## src/rtl/bus_arbiter8_pkg.sv

```systemverilog
// Shared types and constants for the eight-way round-robin result-bus arbiter.
package bus_arbiter8_pkg;
  localparam int NUM_REQ = 8;
  localparam int SEL_W   = 3;
  localparam int DATA_W  = 32;

  typedef enum logic {
    IDLE = 1'b0,
    OWN  = 1'b1
  } arb_state_t;

  typedef struct packed {
    logic             found;
    logic [SEL_W-1:0] idx;
  } pick_t;
endpackage

```

## src/rtl/bus_arbiter8_if.sv

```systemverilog
// Request/data/grant bundle between the eight producers and the arbiter.
interface bus_arbiter8_if;
  import bus_arbiter8_pkg::*;

  logic [NUM_REQ-1:0] req;
  logic [DATA_W-1:0]  din0, din1, din2, din3, din4, din5, din6, din7;
  logic [NUM_REQ-1:0] gnt;
  logic               gnt_valid;
  logic [SEL_W-1:0]   sel;
  logic [DATA_W-1:0]  dout;
  logic               dout_valid;

  modport master (
    output req, din0, din1, din2, din3, din4, din5, din6, din7,
    input  gnt, gnt_valid, sel, dout, dout_valid
  );

  modport slave (
    input  req, din0, din1, din2, din3, din4, din5, din6, din7,
    output gnt, gnt_valid, sel, dout, dout_valid
  );
endinterface

```

## src/rtl/bus_arbiter8_mux.sv

```systemverilog
// 8:1 32-bit word mux; select bits C2 (msb) .. C0 (lsb) choose among I7..I0.
module mux8to1B32 (
  input  logic [31:0] I0,
  input  logic [31:0] I1,
  input  logic [31:0] I2,
  input  logic [31:0] I3,
  input  logic [31:0] I4,
  input  logic [31:0] I5,
  input  logic [31:0] I6,
  input  logic [31:0] I7,
  input  logic        C2,
  input  logic        C1,
  input  logic        C0,
  output logic [31:0] Y
);
  always_comb begin
    case ({C2, C1, C0})
      3'd0:    Y = I0;
      3'd1:    Y = I1;
      3'd2:    Y = I2;
      3'd3:    Y = I3;
      3'd4:    Y = I4;
      3'd5:    Y = I5;
      3'd6:    Y = I6;
      default: Y = I7;
    endcase
  end
endmodule

```

## src/rtl/bus_arbiter8.sv

```systemverilog
// Round-robin arbiter for one 32-bit result bus: sticky grants bounded by MAX_HOLD,
// with a registered copy of the selected producer word.
module bus_arbiter8
  import bus_arbiter8_pkg::*;
#(
  parameter int MAX_HOLD = 16
) (
  input  logic           clk,
  input  logic           reset_n,
  bus_arbiter8_if.slave  bus
);
  localparam int HC_W = $clog2(MAX_HOLD + 1);

  arb_state_t         state_q, state_d;
  logic [SEL_W-1:0]   owner_q, owner_d;
  logic [SEL_W-1:0]   ptr_q, ptr_d;
  logic [HC_W-1:0]    hold_q, hold_d;
  logic [NUM_REQ-1:0] others;
  pick_t              pick_req, pick_oth;
  logic [DATA_W-1:0]  mux_y;
  logic [DATA_W-1:0]  dout_p1;
  logic               vld_p1;

  // First set bit of mask scanning ptr, ptr+1, ... modulo NUM_REQ.
  function automatic pick_t rr_pick(input logic [NUM_REQ-1:0] mask,
                                    input logic [SEL_W-1:0]   ptr);
    pick_t            p;
    logic [SEL_W-1:0] idx;
    p = '0;
    for (int i = NUM_REQ - 1; i >= 0; i--) begin
      idx = ptr + SEL_W'(i);
      if (mask[idx]) begin
        p.found = 1'b1;
        p.idx   = idx;
      end
    end
    return p;
  endfunction

  always_ff @(posedge clk) begin
    if (!reset_n) begin
      state_q <= IDLE;
      owner_q <= '0;
      ptr_q   <= '0;
      hold_q  <= '0;
    end else begin
      state_q <= state_d;
      owner_q <= owner_d;
      ptr_q   <= ptr_d;
      hold_q  <= hold_d;
    end
  end

  always_comb begin
    state_d  = state_q;
    owner_d  = owner_q;
    ptr_d    = ptr_q;
    hold_d   = hold_q;
    others   = bus.req & ~(NUM_REQ'(1) << owner_q);
    pick_req = rr_pick(bus.req, ptr_q);
    pick_oth = rr_pick(others, ptr_q);
    case (state_q)
      IDLE: begin
        if (pick_req.found) begin
          state_d = OWN;
          owner_d = pick_req.idx;
          ptr_d   = pick_req.idx + SEL_W'(1);
          hold_d  = '0;
        end
      end
      default: begin
        if (bus.req[owner_q]) begin
          if (hold_q != HC_W'(MAX_HOLD - 1)) begin
            hold_d = hold_q + HC_W'(1);
          end else begin
            // Hold budget spent: yield only if someone else is waiting.
            hold_d = '0;
            if (pick_oth.found) begin
              owner_d = pick_oth.idx;
              ptr_d   = pick_oth.idx + SEL_W'(1);
            end
          end
        end else if (pick_req.found) begin
          owner_d = pick_req.idx;
          ptr_d   = pick_req.idx + SEL_W'(1);
          hold_d  = '0;
        end else begin
          state_d = IDLE;
          hold_d  = '0;
        end
      end
    endcase
  end

  assign bus.gnt_valid = (state_q == OWN);
  assign bus.gnt       = bus.gnt_valid ? (NUM_REQ'(1) << owner_q) : '0;
  assign bus.sel       = bus.gnt_valid ? owner_q : '0;

  mux8to1B32 u_mux (
    .I0 (bus.din0),
    .I1 (bus.din1),
    .I2 (bus.din2),
    .I3 (bus.din3),
    .I4 (bus.din4),
    .I5 (bus.din5),
    .I6 (bus.din6),
    .I7 (bus.din7),
    .C2 (bus.sel[2]),
    .C1 (bus.sel[1]),
    .C0 (bus.sel[0]),
    .Y  (mux_y)
  );

  // Stage p1: captured word from the owner of the previous cycle.
  always_ff @(posedge clk) begin
    if (!reset_n) begin
      dout_p1 <= '0;
      vld_p1  <= 1'b0;
    end else begin
      vld_p1 <= bus.gnt_valid;
      if (bus.gnt_valid) begin
        dout_p1 <= mux_y;
      end
    end
  end

  assign bus.dout       = dout_p1;
  assign bus.dout_valid = vld_p1;
endmodule

```

## src/flat_wrapper.sv

```systemverilog
// flat-port wrapper written by rule: the top's interface ports become plain ports
module bus_arbiter8_flat import bus_arbiter8_pkg::*;
#(
  parameter int MAX_HOLD = 16
)
  (clk, reset_n, bus_req, bus_din0, bus_din1, bus_din2, bus_din3, bus_din4, bus_din5, bus_din6, bus_din7, bus_gnt, bus_gnt_valid, bus_sel, bus_dout, bus_dout_valid);
  bus_arbiter8_if bus_i ();
  input  logic clk;
  input  logic reset_n;
  input wire logic [$bits(bus_i.req)-1:0] bus_req;
  input wire logic [$bits(bus_i.din0)-1:0] bus_din0;
  input wire logic [$bits(bus_i.din1)-1:0] bus_din1;
  input wire logic [$bits(bus_i.din2)-1:0] bus_din2;
  input wire logic [$bits(bus_i.din3)-1:0] bus_din3;
  input wire logic [$bits(bus_i.din4)-1:0] bus_din4;
  input wire logic [$bits(bus_i.din5)-1:0] bus_din5;
  input wire logic [$bits(bus_i.din6)-1:0] bus_din6;
  input wire logic [$bits(bus_i.din7)-1:0] bus_din7;
  output wire logic [$bits(bus_i.gnt)-1:0] bus_gnt;
  output wire logic [$bits(bus_i.gnt_valid)-1:0] bus_gnt_valid;
  output wire logic [$bits(bus_i.sel)-1:0] bus_sel;
  output wire logic [$bits(bus_i.dout)-1:0] bus_dout;
  output wire logic [$bits(bus_i.dout_valid)-1:0] bus_dout_valid;
  assign bus_i.req = bus_req;
  assign bus_i.din0 = bus_din0;
  assign bus_i.din1 = bus_din1;
  assign bus_i.din2 = bus_din2;
  assign bus_i.din3 = bus_din3;
  assign bus_i.din4 = bus_din4;
  assign bus_i.din5 = bus_din5;
  assign bus_i.din6 = bus_din6;
  assign bus_i.din7 = bus_din7;
  assign bus_gnt = bus_i.gnt;
  assign bus_gnt_valid = bus_i.gnt_valid;
  assign bus_sel = bus_i.sel;
  assign bus_dout = bus_i.dout;
  assign bus_dout_valid = bus_i.dout_valid;
  bus_arbiter8 #(.MAX_HOLD(MAX_HOLD)) u_core (.clk(clk), .reset_n(reset_n), .bus(bus_i));
endmodule
```

## config.mk

```make
export PLATFORM = sky130hd
export DESIGN_NAME = bus_arbiter8_flat
export DESIGN_NICKNAME = d
export VERILOG_FILES = /design/src/rtl/bus_arbiter8_pkg.sv /design/src/rtl/bus_arbiter8_if.sv /design/src/rtl/bus_arbiter8_mux.sv /design/src/rtl/bus_arbiter8.sv /design/src/flat_wrapper.sv
export SDC_FILE = /design/constraint.sdc
export NUM_CORES = 1
export LEC_CHECK = 0
export CAP_MARGIN = 10
export CORE_MARGIN = 3
export CORE_UTILIZATION = 30
export DETAILED_ROUTE_END_ITERATION = 16
export DONT_BUFFER_PORTS = 1
export HOLD_SLACK_MARGIN = 0.05
export MAX_ROUTING_LAYER = met4
export PLACE_DENSITY = 0.43
export RECOVER_POWER = 100
export SYNTH_ARGS = -nofsm -noshare
export SYNTH_HDL_FRONTEND = slang
export SYNTH_HIERARCHICAL = 1
export SYNTH_SLANG_ARGS = --single-unit
```

## constraint.sdc

```tcl
create_clock -name clk -period 5.6 [get_ports clk]
set_clock_uncertainty 0.1 [all_clocks]
set_input_delay 0.56 -clock clk [delete_from_list [all_inputs] [get_ports clk]]
set_output_delay 0.56 -clock clk [all_outputs]
set_load 0.02 [all_outputs]
```

# Word-level counts from Yosys, hierarchy flattened

Index checks and enable logic that the tools add are counted.

Register bits after elaboration: 45
Output and inout bits: 45
Input port bits: 266
Word-level logic and storage cells: 110

Reduce and logical (&&, ||, !) cells: 3
Add/sub/neg operators: 10
Eq/ne operators: 9
Bitwise operators: 2
Muxes and demuxes: 70
Magnitude comparators: 9
Shift operators: 1

Operator list:

| cell                                                       | count |
|---|---|
| one-hot mux 32 bit (7 select lines)                        | 1 |
| 2-to-1 mux 4 bit                                           | 16 |
| binary-select mux 1 bit (select 3 bit)                     | 17 |
| less-than comparator 3 x 4 -> 1 bit, second input constant | 9 |
| 2-to-1 mux 3 bit                                           | 11 |
| 2-to-1 mux 1 bit                                           | 20 |
| 2-to-1 mux 5 bit                                           | 4 |
| adder 3 bit, second input constant                         | 4 |
| adder 3 x 1 -> 3 bit, second input constant                | 3 |
| equality test 3 bit, second input constant                 | 3 |
| bitwise AND 8 bit                                          | 1 |
| 2-to-1 mux 8 bit                                           | 1 |
| inverter 8 bit                                             | 1 |
| << shifter 1 x 3 -> 8 bit, first input constant            | 1 |
| adder 3 x 2 -> 3 bit, second input constant                | 2 |
| equality test 3 x 2 -> 1 bit, second input constant        | 2 |
| != test 3 bit, second input constant                       | 2 |
| adder 5 x 1 -> 5 bit, second input constant                | 1 |
| != test 5 x 4 -> 1 bit, second input constant              | 1 |
| equality test 3 x 1 -> 1 bit, second input constant        | 1 |
| zero test 3 bit                                            | 1 |
| AND reduction 2 bit                                        | 1 |
| nonzero test 2 bit                                         | 1 |

# Longest topological paths before layout

Depth after elaboration: 18
Gate-level depth with buffers: 18
Mapped depth without buffers: 15

# Cells and area by module

Netlist, hierarchy kept.

By module, submodules not included:

| module       | seq. area each (um^2) | cells each | instances | area each (um^2) |
|---|---|---|---|---|
| bus_arbiter8 | 900.9                 | 446        | 1         | 3,926.3 |
| mux8to1B32   | 0.0                   | 294        | 1         | 1,936.9 |

# Least setup slack after synthesis

Ideal clock, no wire load.

Kind: register to register
Start: reg u_core.ptr_q[1]
End: reg u_core.ptr_q[2]
Slack: 1,564 ps
Required time: 5,442 ps
Cell stages (with the launch flop): 16
Period minus slack after synthesis: 4,036 ps
Library setup time: 58 ps
Arrival time: 3,878 ps
Path buffers: 3
Cells stage by stage: dfxtp_1 > clkbuf_1 > inv_1 > clkbuf_1 > ha_1 > clkbuf_1 > mux4_2 > mux2_2 > a21oi_1 > nor2_1 > a2111oi_0 > ha_1 > nand2_1 > a211o_1 > o211ai_1 > o211a_1

Longest elaborated chain between the ends: 16
Elaborated cells between the ends (all ways): 64
Classes of those cells: 9 x add/sub; 1 x eq/ne; 53 x mux; 1 x reduce/logical

Ends and longest elaborated chain:

| what                                   | line               | source |
|---|---|---|
| start: declaration                     | bus_arbiter8.sv:16 | `logic [SEL_W-1:0] ptr_q, ptr_d;` |
| start signal: assignment               | bus_arbiter8.sv:49 | `ptr_q <= ptr_d;` |
| adder 3 bit                            | bus_arbiter8.sv:31 | `idx = ptr + SEL_W'(i);` |
| binary-select mux 1 bit (select 3 bit) | bus_arbiter8.sv:32 | `if (mask[idx]) begin` |
| 2-to-1 mux 1 bit (not written as such) | bus_arbiter8.sv:32 |  |
| 2-to-1 mux 4 bit (8 in a row)          | bus_arbiter8.sv:32 |  |
| adder 3 x 1 -> 3 bit                   | bus_arbiter8.sv:80 | `ptr_d = pick_oth.idx + SEL_W'(1);` |
| 2-to-1 mux 3 bit                       | bus_arbiter8.sv:78 | `if (pick_oth.found) begin` |
| 2-to-1 mux 3 bit                       | bus_arbiter8.sv:73 | `if (hold_q != HC_W'(MAX_HOLD - 1)) begin` |
| 2-to-1 mux 3 bit                       | bus_arbiter8.sv:72 | `if (bus.req[owner_q]) begin` |
| 2-to-1 mux 3 bit                       | bus_arbiter8.sv:62 | `case (state_q)` |

Several ways; a longest one is shown, not always the timed one. The select of a mux whose other input is x is not followed.
A chain may end at the register's enable or synchronous reset.

# Worst setup path after layout

Start: reg u_core.state_q (netlist: u_core/bus.gnt_valid)
End: reg u_core.dout_p1[0] (netlist: u_core/bus.dout[0])

Longest elaborated chain between the ends: 3
Elaborated cells between the ends (all ways): 9
Classes of those cells: 6 x eq/ne; 2 x mux; 1 x reduce/logical

Ends and longest elaborated chain:

| what                                              | line                   | source |
|---|---|---|
| start: declaration                                | bus_arbiter8.sv:14     | `arb_state_t state_q, state_d;` |
| start signal: assignment                          | bus_arbiter8.sv:47     | `state_q <= state_d;` |
| 2-to-1 mux 3 bit *                                | bus_arbiter8.sv:97     | `assign bus.sel = bus.gnt_valid ? owner_q : '0;` |
| via bus_sel[0]                                    | flat_wrapper.sv:21     | `output wire logic [$bits(bus_i.sel)-1:0] bus_sel;` |
| equality test 3 bit, or another cell as far along | bus_arbiter8_mux.sv:17 | `case ({C2, C1, C0})` |
| one-hot mux 32 bit (7 select lines) *             | bus_arbiter8_mux.sv:17 |  |
| via u_core.mux_y[0]                               | bus_arbiter8.sv:20     | `logic [DATA_W-1:0] mux_y;` |
| end signal: assignment                            | bus_arbiter8.sv:122    | `dout_p1 <= mux_y;` |
| end: declaration                                  | bus_arbiter8.sv:21     | `logic [DATA_W-1:0] dout_p1;` |

Mark *: on every way through the listed nets, which the timed path passes. The rest lies on a longest branch.

==> impl_metrics.env <==
export IMPL_synth_xor_area_share=0.0117
export IMPL_min_delay_start="reset_n"
export IMPL_cp_data_required_time_ns=5.68
export IMPL_comb_power_share=0.739
export IMPL_ir_drop_v=0.000286
export IMPL_grt_total_usage=0.232
export IMPL_worst_pin_slew_ns=1.96
export IMPL_final_period_utilization=0.830
export IMPL_hold_path_endpoint="u_core/bus.dout[8]$_SDFFE_PN0P_"
export IMPL_power_static_leakage_nw=2.07
export IMPL_synthSimpleGateAreaFrac=0.196
export IMPL_maximum_number_of_pins_on_one_net_before_global_route_repair=55
export IMPL_number_of_enable_type_register_cells_in_the_synthesized_netlist=0
export IMPL_synth_flop_cell="sky130_fd_sc_hd__dfxtp_1"
export IMPL_synth_net_count=1011
export IMPL_synth_seq_cells=45
export IMPL_layout_drive_gt1_share=0.122
export IMPL_critical_path_class="register to register"
export IMPL_seqPwrFrac=0.161
export IMPL_num_io_pins=311
export IMPL_cts_root_buf="sky130_fd_sc_hd__clkbuf_16"
export IMPL_portBuffers=0
export IMPL_die_area_um2=21300
export IMPL_ctsLongestPathBuffers=2
export IMPL_commonest_non_fill_non_tap_cell_in_the_layout="sky130_fd_sc_hd__nand2_1"
export IMPL_yosysWarnings=6
export IMPL_timing_max_slew_rel_slack=-0.304
export IMPL_maxClockFrequency_mhz=215
export IMPL_maxCapViolCount=1
export IMPL_hold_viol_final=0
export IMPL_power_switching_fraction=0.514
export IMPL_die_w_um=146
export IMPL_critical_path_max_fanout=37
export IMPL_detail_route_wl_per_cell_um=27.0
export IMPL_proportion_of_power_drawn_by_the_clock_network=0.101
export IMPL_critical_path_cell_chain="buf_4, and2_0, clkbuf_2, nor2b_1, buf_8, a221oi_1, a21oi_1, o22a_1, mux2i_1, nor2b_1"
export IMPL_finalCriticalPeriod_ns=4.65
export IMPL_routed_wl_mm=25.7
export IMPL_data_arrival_time_at_the_worst_slack_endpoint_ns=4.73
export IMPL_yosysUniqueCellTypes=79
export IMPL_critical_path_startpoint_type="register"
export IMPL_timing_critical_path_from="u_core/bus.gnt_valid$_SDFF_PN0_"
export IMPL_synth_compound_gate_area_share=0.339
export IMPL_coreArea_um2=19000
export IMPL_timing_final_max_slew_violations=29
export IMPL_cts_inserted_buffers=5
export IMPL_share_of_synthesized_area_spent_on_multiplexers=0.216
export IMPL_place_congestion=0.913
export IMPL_power_report_internal_total_mw=1.71
export IMPL_drtPass1Iterations=5
export IMPL_hp_class="input port to register"
export IMPL_areaGrowthSynthToFinish_pct=4.89
export IMPL_synth_cell_area_um2=5860
export IMPL_dp_hpwl_mm=19.7
export IMPL_num_fill_cells=2086
export IMPL_reg2reg_setup_slack_ns=0.95
export IMPL_clock_tree_from_tritoncts="done"
export IMPL_total_power_density_per_cell_area_nw_per_um2=574
export IMPL_post_synth_adder_cell_area=0.0107
export IMPL_worst_r2r_path_depth=10
export IMPL_overflow_left_after_global_routing=0
export IMPL_final_layout_net_count=958
export IMPL_worst_r2r_startpoint="u_core/bus.gnt_valid$_SDFF_PN0_"
export IMPL_setup_repair_after_global_routing_missed_its_margin="no"
export IMPL_critPathCaptureType="register"
export IMPL_fin_setup_tns_ns=0
export IMPL_reg_to_reg_endpoint="u_core/bus.dout[0]$_SDFFE_PN0P_"
export IMPL_postCtsHoldBufs=0
export IMPL_violations="max-capacitance violations, max-slew violations"
export IMPL_grt_pass1_wl_mm=38.1
export IMPL_insertion_delay_ns=0.29
export IMPL_ant_nets=0
export IMPL_layout_common_cells="sky130_fd_sc_hd__nand2_1, sky130_fd_sc_hd__a21oi_1, sky130_fd_sc_hd__mux2i_1"
export IMPL_clock_pin_slew_on_the_worst_setup_and_hold_paths_ns=0.07
export IMPL_ctsResizeCount=0
export IMPL_initialDrtViolationCount=529
export IMPL_post_layout_total_power_mw=3.53
export IMPL_ctsHtreeMaxLevel=2
export IMPL_total_switching_power_mw=1.82
export IMPL_critical_path_slowest_cell="sky130_fd_sc_hd__and2_0"
export IMPL_antenna_violations_before_repair=5
export IMPL_status="complete, but fails checks"
export IMPL_critical_path_max_stage_delay_ns=1.01
export IMPL_hold_path_depth=1
export IMPL_part_of_the_yosys_area_used_for_sequential_elements=0.154
export IMPL_floorplan_initialDensity=0.309
export IMPL_syn_mean_instance_area_um2=7.92
export IMPL_postSynthCellCount=740
export IMPL_post_drt_via_cell_ratio=6.46
export IMPL_die_height_um=146
export IMPL_crit_top_cell="sky130_fd_sc_hd__nor2b_1"
export IMPL_cts_setup_buffers=0
export IMPL_synth_top_family_by_area="compound AO/OA/AOI/OAI gates"
export IMPL_rows=50
export IMPL_vias=6157
export IMPL_finalSetupViolCount=0
export IMPL_first_global_vias=5807
export IMPL_clock_sink_count=45
export IMPL_synthArstFlopShare=0
export IMPL_remaining_drc_errors=0
[how the worst max path moves through the flow]
stage / endpoint / slack (ns) / depth (start not counted)
floorplan: u_core/ptr_q[2]$_SDFFE_PN0P_ / 1.56 / 15
global placement: u_core/ptr_q[2]$_SDFFE_PN0P_ / 1.28 / 12
detailed placement: u_core/ptr_q[2]$_SDFFE_PN0P_ / 1.13 / 12
CTS: u_core/ptr_q[2]$_SDFFE_PN0P_ / 1.08 / 12
global route: u_core/bus.dout[4]$_SDFFE_PN0P_ / 0.62 / 10
finish: u_core/bus.dout[0]$_SDFFE_PN0P_ / 0.95 / 10
[sequential cells by signal (all words and copies together) (netlist names)]
signal / flops
u_core/hold_q: 5
u_core/ptr_q: 3
u_core/bus.dout_valid: 1
u_core/bus.gnt_valid: 1
u_core/bus.dout: 32
u_core/owner_q: 3
[through the flow]
stage	instances	instance area [um2]	worst slack, ns	utilization	hold slack (ns)
finish	953	6150	0.954	0.324	0.308
global placement	937	5910	1.28	0.312	0.325
detailed placement	937	5910	1.13	0.312	0.325
floorplan	740	5860	1.56	-	0.315
CTS	945	6080	1.08	0.321	0.296
global route	953	6150	0.616	0.324	0.295
[cells in the mapped netlist, drive strengths merged (19+ instances only)]
master / instances / area (um2)
mux4: 22 / 495
a221oi: 49 / 435
mux2i: 55 / 551
a21oi: 66 / 330
nor2b: 42 / 263
dfxtp: 45 / 901
o22a: 26 / 228
buf: 46 / 280
o21ai: 29 / 145
nand2: 75 / 282
mux2: 19 / 218
a22oi: 28 / 215
nor2: 46 / 183
clkbuf: 30 / 113
[power groups by stage]
stage / combinational [mW] / sequential [mW] / clock (mW)
finish: 2.61 / 0.568 / 0.355
global route: 2.84 / 0.578 / 0.382
CTS: 2.53 / 0.569 / 0.367
detailed placement: 2.52 / 0.577 / 0
global placement: 2.51 / 0.574 / 0
floorplan: 2.05 / 0.500 / 0
[kinds of logic after synthesis]
kind of cell    after synthesis
simple gates                230
mux                          96
compound gates              271
xor+xnor                      7
fa+ha+maj                     5
flops                        45
buf+inv                      86
[critical path: cells and delay by family, from the launching register on]
family,cells,cell delay [ns]
AO/OA/AOI/OAI,3,0.62
buffers and inverters,3,1.72
flip-flops,1,0.38
multiplexers,1,0.13
AND/OR/NAND/NOR,3,1.54
[area by class of cell]
type,count,area [um2],area share
inverter,10,37.5,0.00610
sequential,45,901,0.146
clock inverter,2,37.5,0.00610
antenna,5,12.5,0.00203
clock buffer,6,139,0.0226
multi-input combinational,609,4540,0.738
tap,260,325,0.0529
timing repair buffer,16,158,0.0256
[metal layers]
| layer | wire (um) | global-route usage |
|---|---|---|
| met4 | 887 | 0.0916 |
| met3 | 2160 | 0.0470 |
| met2 | 12500 | 0.371 |
| met1 | 10100 | 0.289 |
| met5 | 0 | - |
Power figures use the tool's default switching activity.
